<file path="config.mk">
export PLATFORM = sky130hd
export DESIGN_NAME = ser_to_par16_flat
export DESIGN_NICKNAME = d
export VERILOG_FILES = /design/src/rtl/ser_to_par16_if.sv /design/src/rtl/ser_to_par16.sv /design/src/flat_wrapper.sv
export SDC_FILE = /design/constraint.sdc
export NUM_CORES = 1
export LEC_CHECK = 0
export CAP_MARGIN = 25
export CORE_UTILIZATION = 43
export CTS_CLUSTER_DIAMETER = 200
export DETAILED_ROUTE_END_ITERATION = 8
export PLACE_DENSITY = 0.67
export SLEW_MARGIN = 0
export SYNTH_ARGS = -nofsm -noshare
export SYNTH_HDL_FRONTEND = slang
export SYNTH_SLANG_ARGS = --single-unit
export TNS_END_PERCENT = 100
</file>
<file path="constraint.sdc">
create_clock -name clk -period 1.74 [get_ports clk]
set_input_delay 0.522 -clock clk [delete_from_list [all_inputs] [get_ports clk]]
set_output_delay 0.522 -clock clk [all_outputs]
set_load 0.02 [all_outputs]
</file>
<file path="src/rtl/ser_to_par16_if.sv">
// Bundles the frame-sync/serial-input side and the word/status outputs of ser_to_par16.
// master: the serial source, which drives start/din/din_valid and observes the results.
// slave: the converter itself.
interface ser_to_par16_if;
   logic        start;
   logic        din;
   logic        din_valid;
   logic [15:0] x;
   logic        word_valid;
   logic        busy;
   logic [3:0]  bit_cnt;
   logic        frame_err;

   modport master (
      output start, din, din_valid,
      input  x, word_valid, busy, bit_cnt, frame_err
   );

   modport slave (
      input  start, din, din_valid,
      output x, word_valid, busy, bit_cnt, frame_err
   );
endinterface

</file>
<file path="src/rtl/ser_to_par16.sv">
// ser_to_par16: collects 16 serial bits per frame (sync on start) into word x for a pattern detector.
// Latency: x and word_valid update on the same edge that samples the 16th bit.
// Backpressure: none; din_valid=0 stalls collection. Macro SER_TO_PAR16_SLIDE_EN adds a sliding-window mode.
module ser_to_par16 #(
   parameter bit MSB_FIRST = 1'b1
) (
   input  logic          clk,
   input  logic          rst,
   ser_to_par16_if.slave bus
);

`ifdef SER_TO_PAR16_SLIDE_EN
   typedef enum logic [1:0] {S_IDLE, S_COLLECT, S_SLIDE} state_t;
`else
   typedef enum logic {S_IDLE, S_COLLECT} state_t;
`endif

   state_t      r_state, w_state_nxt;
   logic [15:0] r_sr, w_sr_nxt;
   logic [3:0]  r_cnt, w_cnt_nxt;
   logic [15:0] r_x, w_x_nxt;
   logic        r_wv, w_wv_nxt;
   logic        r_fe, w_fe_nxt;

   logic [15:0] w_shift;    // shift register with din appended in frame order
   logic [15:0] w_first;    // shift register holding only din as bit 0 of a new frame

   assign w_shift = MSB_FIRST ? {r_sr[14:0], bus.din} : {bus.din, r_sr[15:1]};
   assign w_first = MSB_FIRST ? {15'd0, bus.din}      : {bus.din, 15'd0};

   // State register and all registered outputs; reset clears everything at once.
   always_ff @(posedge clk or posedge rst) begin
      if (rst) begin
         r_state <= S_IDLE;
         r_sr    <= 16'h0000;
         r_cnt   <= 4'd0;
         r_x     <= 16'h0000;
         r_wv    <= 1'b0;
         r_fe    <= 1'b0;
      end else begin
         r_state <= w_state_nxt;
         r_sr    <= w_sr_nxt;
         r_cnt   <= w_cnt_nxt;
         r_x     <= w_x_nxt;
         r_wv    <= w_wv_nxt;
         r_fe    <= w_fe_nxt;
      end
   end

   // Next-state and datapath: completion of the 16th bit outranks a coincident start.
   always_comb begin
      w_state_nxt = r_state;
      w_sr_nxt    = r_sr;
      w_cnt_nxt   = r_cnt;
      w_x_nxt     = r_x;
      w_wv_nxt    = 1'b0;
      w_fe_nxt    = 1'b0;
      case (r_state)
         S_IDLE: begin
            if (bus.start) begin
               w_state_nxt = S_COLLECT;
               w_sr_nxt    = bus.din_valid ? w_first : 16'h0000;
               w_cnt_nxt   = {3'd0, bus.din_valid};
            end
         end
         S_COLLECT: begin
            if (bus.din_valid && (r_cnt == 4'd15)) begin
               w_x_nxt   = w_shift;
               w_wv_nxt  = 1'b1;
               w_sr_nxt  = w_shift;
               w_cnt_nxt = 4'd0;
               if (bus.start) begin
                  w_state_nxt = S_COLLECT;
               end else begin
`ifdef SER_TO_PAR16_SLIDE_EN
                  w_state_nxt = S_SLIDE;
`else
                  w_state_nxt = S_IDLE;
`endif
               end
            end else if (bus.start) begin
               // Abort of a partial frame: drop it and resync on this start.
               w_fe_nxt  = (r_cnt != 4'd0);
               w_sr_nxt  = bus.din_valid ? w_first : 16'h0000;
               w_cnt_nxt = {3'd0, bus.din_valid};
            end else if (bus.din_valid) begin
               w_sr_nxt  = w_shift;
               w_cnt_nxt = r_cnt + 4'd1;
            end
         end
`ifdef SER_TO_PAR16_SLIDE_EN
         S_SLIDE: begin
            if (bus.start) begin
               w_state_nxt = S_COLLECT;
               w_sr_nxt    = bus.din_valid ? w_first : 16'h0000;
               w_cnt_nxt   = {3'd0, bus.din_valid};
            end else if (bus.din_valid) begin
               w_sr_nxt = w_shift;
               w_x_nxt  = w_shift;
               w_wv_nxt = 1'b1;
            end
         end
`endif
         default: begin
            w_state_nxt = S_IDLE;
         end
      endcase
   end

   assign bus.x          = r_x;
   assign bus.word_valid = r_wv;
   assign bus.frame_err  = r_fe;
   assign bus.bit_cnt    = r_cnt;
   assign bus.busy       = (r_state == S_COLLECT) && (r_cnt != 4'd0);

endmodule

</file>
<file path="src/flat_wrapper.sv">
// flat-port wrapper written by rule: the top's interface ports become plain ports
module ser_to_par16_flat 
#(
   parameter bit MSB_FIRST = 1'b1
)
  (clk, rst, bus_start, bus_din, bus_din_valid, bus_x, bus_word_valid, bus_busy, bus_bit_cnt, bus_frame_err);
  ser_to_par16_if bus_i ();
  input  logic clk;
  input  logic rst;
  input wire logic [$bits(bus_i.start)-1:0] bus_start;
  input wire logic [$bits(bus_i.din)-1:0] bus_din;
  input wire logic [$bits(bus_i.din_valid)-1:0] bus_din_valid;
  output wire logic [$bits(bus_i.x)-1:0] bus_x;
  output wire logic [$bits(bus_i.word_valid)-1:0] bus_word_valid;
  output wire logic [$bits(bus_i.busy)-1:0] bus_busy;
  output wire logic [$bits(bus_i.bit_cnt)-1:0] bus_bit_cnt;
  output wire logic [$bits(bus_i.frame_err)-1:0] bus_frame_err;
  assign bus_i.start = bus_start;
  assign bus_i.din = bus_din;
  assign bus_i.din_valid = bus_din_valid;
  assign bus_x = bus_i.x;
  assign bus_word_valid = bus_i.word_valid;
  assign bus_busy = bus_i.busy;
  assign bus_bit_cnt = bus_i.bit_cnt;
  assign bus_frame_err = bus_i.frame_err;
  ser_to_par16 #(.MSB_FIRST(MSB_FIRST)) u_core (.clk(clk), .rst(rst), .bus(bus_i));
endmodule
</file>
# Word level (Yosys, flattened, before mapping)

Index checks and enable logic that the tools add are counted.

Register bits: 38
Bits of input ports: 5
Output and inout bits: 23
Word-level logic and storage cells: 35

Add/subtract/negate cells: 1
Equality and inequality tests: 3
Multiplexer cells: 19
Bitwise logic cells: 1
Reduce and logical (&&, ||, !) cells: 5

Operators by type and width:

| cell                                          | number |
|---|---|
| 2-to-1 mux 15 bit                             | 4 |
| one-hot mux 15 bit (2 select lines)           | 1 |
| 2-to-1 mux 4 bit                              | 4 |
| 2-to-1 mux 1 bit                              | 8 |
| one-hot mux 4 bit (2 select lines)            | 1 |
| adder 4 x 1 -> 4 bit (second input constant)  | 1 |
| == test 4 bit (second input constant)         | 1 |
| inequality test 4 bit (second input constant) | 1 |
| AND reduction 2 bit                           | 2 |
| nonzero test 4 bit                            | 1 |
| logical AND 1 bit                             | 2 |
| inequality test 2 bit (second input constant) | 1 |
| one-hot mux 1 bit (2 select lines)            | 1 |
| NOT 1 bit                                     | 1 |

# Longest topological paths before layout

Depth in word-level cells: 5
Depth in mapped cells: 5

# Least setup slack after synthesis

Ideal clock, no wire load.

Kind: register -> output
Start: register u_core.r_cnt[0], in the netlist u_core.bus.bit_cnt[0]
End: output bus_busy
Data arrival time: 1.292 ns
Slack: -0.074 ns
Cell stages (with the launch flop): 4
Buffers on the path: 0
Path through: dfrtp_1 > inv_1 > ha_1 > a21boi_0

Word-level cells in the longest chain between the ends: 2

Ends and longest elaborated chain:

| element                | RTL line            | text |
|---|---|---|
| start, declared        | ser_to_par16.sv:20  | `logic [3:0] r_cnt, w_cnt_nxt;` |
| start signal, assigned | ser_to_par16.sv:43  | `r_cnt <= w_cnt_nxt;` |
| nonzero test 4 bit     | ser_to_par16.sv:114 | `assign bus.busy = (r_state == S_COLLECT) && (r_cnt != 4'd0);` |
| logical AND 1 bit      | ser_to_par16.sv:114 |  |
| end, declared          | flat_wrapper.sv:15  | `output wire logic [$bits(bus_i.busy)-1:0] bus_busy;` |

Every way passes these cells.

# Worst setup path in the final report

Same ends and word-level chain as after synthesis.

==> impl_summary.log <==
[metrics] outcome: completed
[metrics] layout net count: 153
[metrics] routed length per instance: 15.07 um
[metrics] startpoint of the tightest hold check path: u_core.bus.x[5]
[metrics] row count: 21
[metrics] sequential cell area fraction in the yosys report: 60.08%
[metrics] count of flip-flops with a built-in enable after synthesis: 0
[metrics] CP cell instances: inv_1 > ha_2 > a21boi_2 > buf_4
[metrics] area share of the largest cell type after synthesis: 60.08%
[metrics] worst setup path startpoint: u_core.bus.bit_cnt[0]
[metrics] achievable frequency: 0.5864 GHz
[metrics] overall routing resource usage: 17.29%
[metrics] largest net degree at the start of global routing: 39
[metrics] clk_lat worst skew: 0.29 ns
[metrics] number of nets in the synthesized netlist: 113
[metrics] number of buffers and inverters on the critical path: 2
[metrics] Synth Warn #: 0
[metrics] unrepaired setup endpoints after global routing: true
[metrics] CTS HTree Levels: 2
[metrics] utilization after layout: 61.58%
[metrics] instance count of the mapped netlist: 106
[metrics] primary flip-flop cell chosen by synthesis mapping: sky130_fd_sc_hd__dfrtp_1
[metrics] Pre-Repair DR Iteration Count: 4
[metrics] CTS Buf Count: 5
[metrics] Die Y-Extent: 62.67 um
[metrics] arrival time reported for the critical path endpoint: 1.18 ns
[metrics] number of antenna-violating nets in the routed design: 0
[metrics] end point of the critical path: bus_busy
[metrics] required time of the worst setup path: 1.22 ns
[metrics] instance count on the critical path: 4
[metrics] number of hold buffers added after cts: 0
[metrics] final setup violation count: 0
[metrics] DIE WIDTH: 62.67 um
[metrics] crit path time final: 1.705 ns
[metrics] post-synthesis sequential element count: 38
[metrics] detailed-route vias per instance: 5.124
[metrics] clock-pin slew reported for the worst setup and hold paths after clock tree synthesis: 0.08 ns
[metrics] CTS sink cnt: 38
[metrics] proportion of synthesized flip-flops having asynchronous set or reset: 100.0%
[metrics] crit end category: output pin
[metrics] category of the critical setup timing path: reg2out
[metrics] via count of the first global-routing pass: 968
[metrics] ratio of cells with drive above 1 in the final layout: 30.61%
[metrics] setup slack on the worst flop-to-flop path: 0.10 ns
[metrics] Synth Area per Inst: 14.93 sq um
[metrics] Clock Skew: 0.006861 ns
[metrics] total power after layout: 1.941 mW
[metrics] Die Footprint: 3928 sq um
[metrics] clock root cell: sky130_fd_sc_hd__clkbuf_8
[metrics] met1 GRT Util: 23.36%
[metrics] Reg-to-Reg Start: u_core.bus.bit_cnt[1]
[metrics] Maximum Capacitance Violations: 0
[metrics] share of the clock period used by the worst path after layout: 98.00%
[metrics] worst vdd ir: 469.1 uV
[metrics] cell type contributing the most total cell area after synthesis: sky130_fd_sc_hd__dfrtp_1
[metrics] end of the worst register-to-register path: u_core.bus.x[6]
[metrics] top-level I/O count: 28
[metrics] starting utilization of the core area: 45.98%
[metrics] FILL cells: 267
[metrics] antenna violations before repair: 0
[metrics] Pwr per Cell Area: 916.0 nW/um^2
[metrics] count of vias placed by the detailed router: 989
[metrics] headroom to the max-slew limit: 84.99%
[metrics] Core Area: 3442 sq um
[metrics] Worst-Margin Slew: 0.2247 ns
[metrics] maximum fanout count along the critical path: 2
[metrics] crit start category: flop
[metrics] crit path max-delay cell type: sky130_fd_sc_hd__dfrtp_1
[metrics] CTS tree: yes
[metrics] count of antenna diodes in the layout: 0
[metrics] most frequently used cell type in the post-synthesis netlist: sky130_fd_sc_hd__dfrtp_1
[metrics] drt drc: 0
[metrics] residual overflow from global routing: 0
[metrics] type of the tightest min-delay check: reg2reg
[metrics] Routability Congestion: 0.7974
[metrics] distinct cell type count of the synthesized netlist: 28
[metrics] Leakage Power: 1.101 nW
[metrics] logic depth of the worst register-to-register path: 6
[metrics] worst-case clock buffer depth: 2
[metrics] met2 usage: 24.46%
[metrics] global-route wire length before repair: 5.064 mm
[metrics] signed area change from the synthesized netlist to the final layout: 33.91%
[metrics] buffers added on ports: 27
[metrics] cell class contributing the biggest share of worst-path delay: flip-flops
[metrics] global route hottest layer: met2
[metrics] GR Layer Usage met3: 6.022%
[metrics] final WL: 2.908 mm
[metrics] cells taking the most area after synthesis: sky130_fd_sc_hd__dfrtp_1 (60%), sky130_fd_sc_hd__mux2_4 (8.5%), sky130_fd_sc_hd__a22o_1 (7.7%), sky130_fd_sc_hd__mux2_2 (5.0%), sky130_fd_sc_hd__ha_1 (1.6%)
[metrics] Final Hold Viols: 0
[metrics] delay of the slowest critical-path stage: 0.36 ns
[metrics] placed wire-length estimate: 1.928 mm
[metrics] number of pins exceeding their max-slew limit in the final report: 0
[metrics] most common library cells after synthesis: sky130_fd_sc_hd__dfrtp_1 (38), sky130_fd_sc_hd__a22o_1 (14), sky130_fd_sc_hd__mux2_4 (9)
[metrics] DRC violation total after the first TritonRoute iteration: 36
[metrics] Post-Synthesis Cell Area: 1583 sq um
what timing repair did:
item                       4_1_cts  5_1_grt
pin swaps                        0        1
resized for setup               26        4
gates cloned                     0        0
setup buffers                    0        0
setup endpoints to repair       22        7
kinds of logic after synthesis:
| kind of cell | count (synthesis) | share of synthesized area (%) |
|---|---|---|
| flip-flops | 38 | 60.08 |
| AO/OA/AOI/OAI | 24 | 13.04 |
| multiplexers | 16 | 13.52 |
| AND/OR/NAND/NOR | 16 | 7.273 |
| buffers and inverters | 9 | 3.953 |
| adder cells (fa/ha/maj) | 2 | 1.581 |
| XOR/XNOR | 1 | 0.5535 |
layer usage:
layer	vias to the layer above	part of all wire, %
met4	0	2.2
met5	-	0
met3	6	3.7
li1	466	-
met1	493	48
met2	24	46
per-stage QoR:
| stage | hold slack (ns) | TNS [ns] | cell area, sq um | cells | worst slack (ns) |
|---|---|---|---|---|---|
| 2_1_floorplan | 0.4674 | 0 | 1583 | 106 | 0.07663 |
| 3_3_place_gp | 0.4843 | -1.892 | 1999 | 185 | -0.1263 |
| 3_5_place_dp | 0.4947 | -2.704 | 1999 | 185 | -0.1646 |
| 4_1_cts | 0.5079 | -0.02800 | 2108 | 193 | -0.02800 |
| 5_1_grt | 0.5274 | -0.02998 | 2120 | 193 | -0.02998 |
| 6_report | 0.5049 | 0 | 2120 | 193 | 0.03474 |
final cells by class:
type	instances	area (sq um)	area share, %
Tap cell	46	57.56	2.715
Timing Repair Buffer	39	384.1	18.12
Clock inverter	3	68.82	3.247
Sequential cell	38	950.9	44.86
Multi-Input combinational cell	59	578.1	27.27
Inverter	3	11.26	0.5313
Clock buffer	5	68.82	3.247
worst register-to-register path, stage by stage (launching register included):
cell	delay, ns
sky130_fd_sc_hd__dfrtp_1	0.36
sky130_fd_sc_hd__buf_4	0.13
sky130_fd_sc_hd__ha_2	0.23
sky130_fd_sc_hd__nand3_4	0.15
sky130_fd_sc_hd__nor2_8	0.13
sky130_fd_sc_hd__buf_12	0.17
sky130_fd_sc_hd__mux2_2	0.35
layout by cell type, fill, tap and decap left out, drive strengths merged, types with 4 or more instances in the layout:
cell,Yosys,layout
nand2,4,4
mux2,16,16
nand4,4,4
buf,6,13
clkdlybuf4s50,0,4
clkbuf,0,5
a22o,14,14
dfrtp,38,38
dlygate4sd2,0,21
where the power goes:
part	total (mW)	switching [mW]	internal [mW]
combinational	0.147	0.0821	0.0650
sequential	0.901	0.00679	0.894
clock	0.894	0.319	0.574
total	1.94	0.408	1.53
state kept, by name, summed over array words and instances (netlist names):
name,flops
u_core.bus.bit_cnt,4
u_core.r_state,1
u_core.r_sr,15
u_core.bus.frame_err,1
u_core.bus.word_valid,1
u_core.bus.x,16
how the worst min path moves through the flow:
stage                            to  slack (ns)  cells past startpoint
floorplan           u_core.r_sr[14]        0.47                      1
global placement    u_core.r_sr[14]        0.48                      1
detailed placement  u_core.bus.x[7]        0.49                      1
CTS                 u_core.bus.x[7]        0.51                      1
global route        u_core.r_sr[14]        0.53                      1
finish              u_core.bus.x[5]        0.50                      1
(Power assumes the default switching activity.)
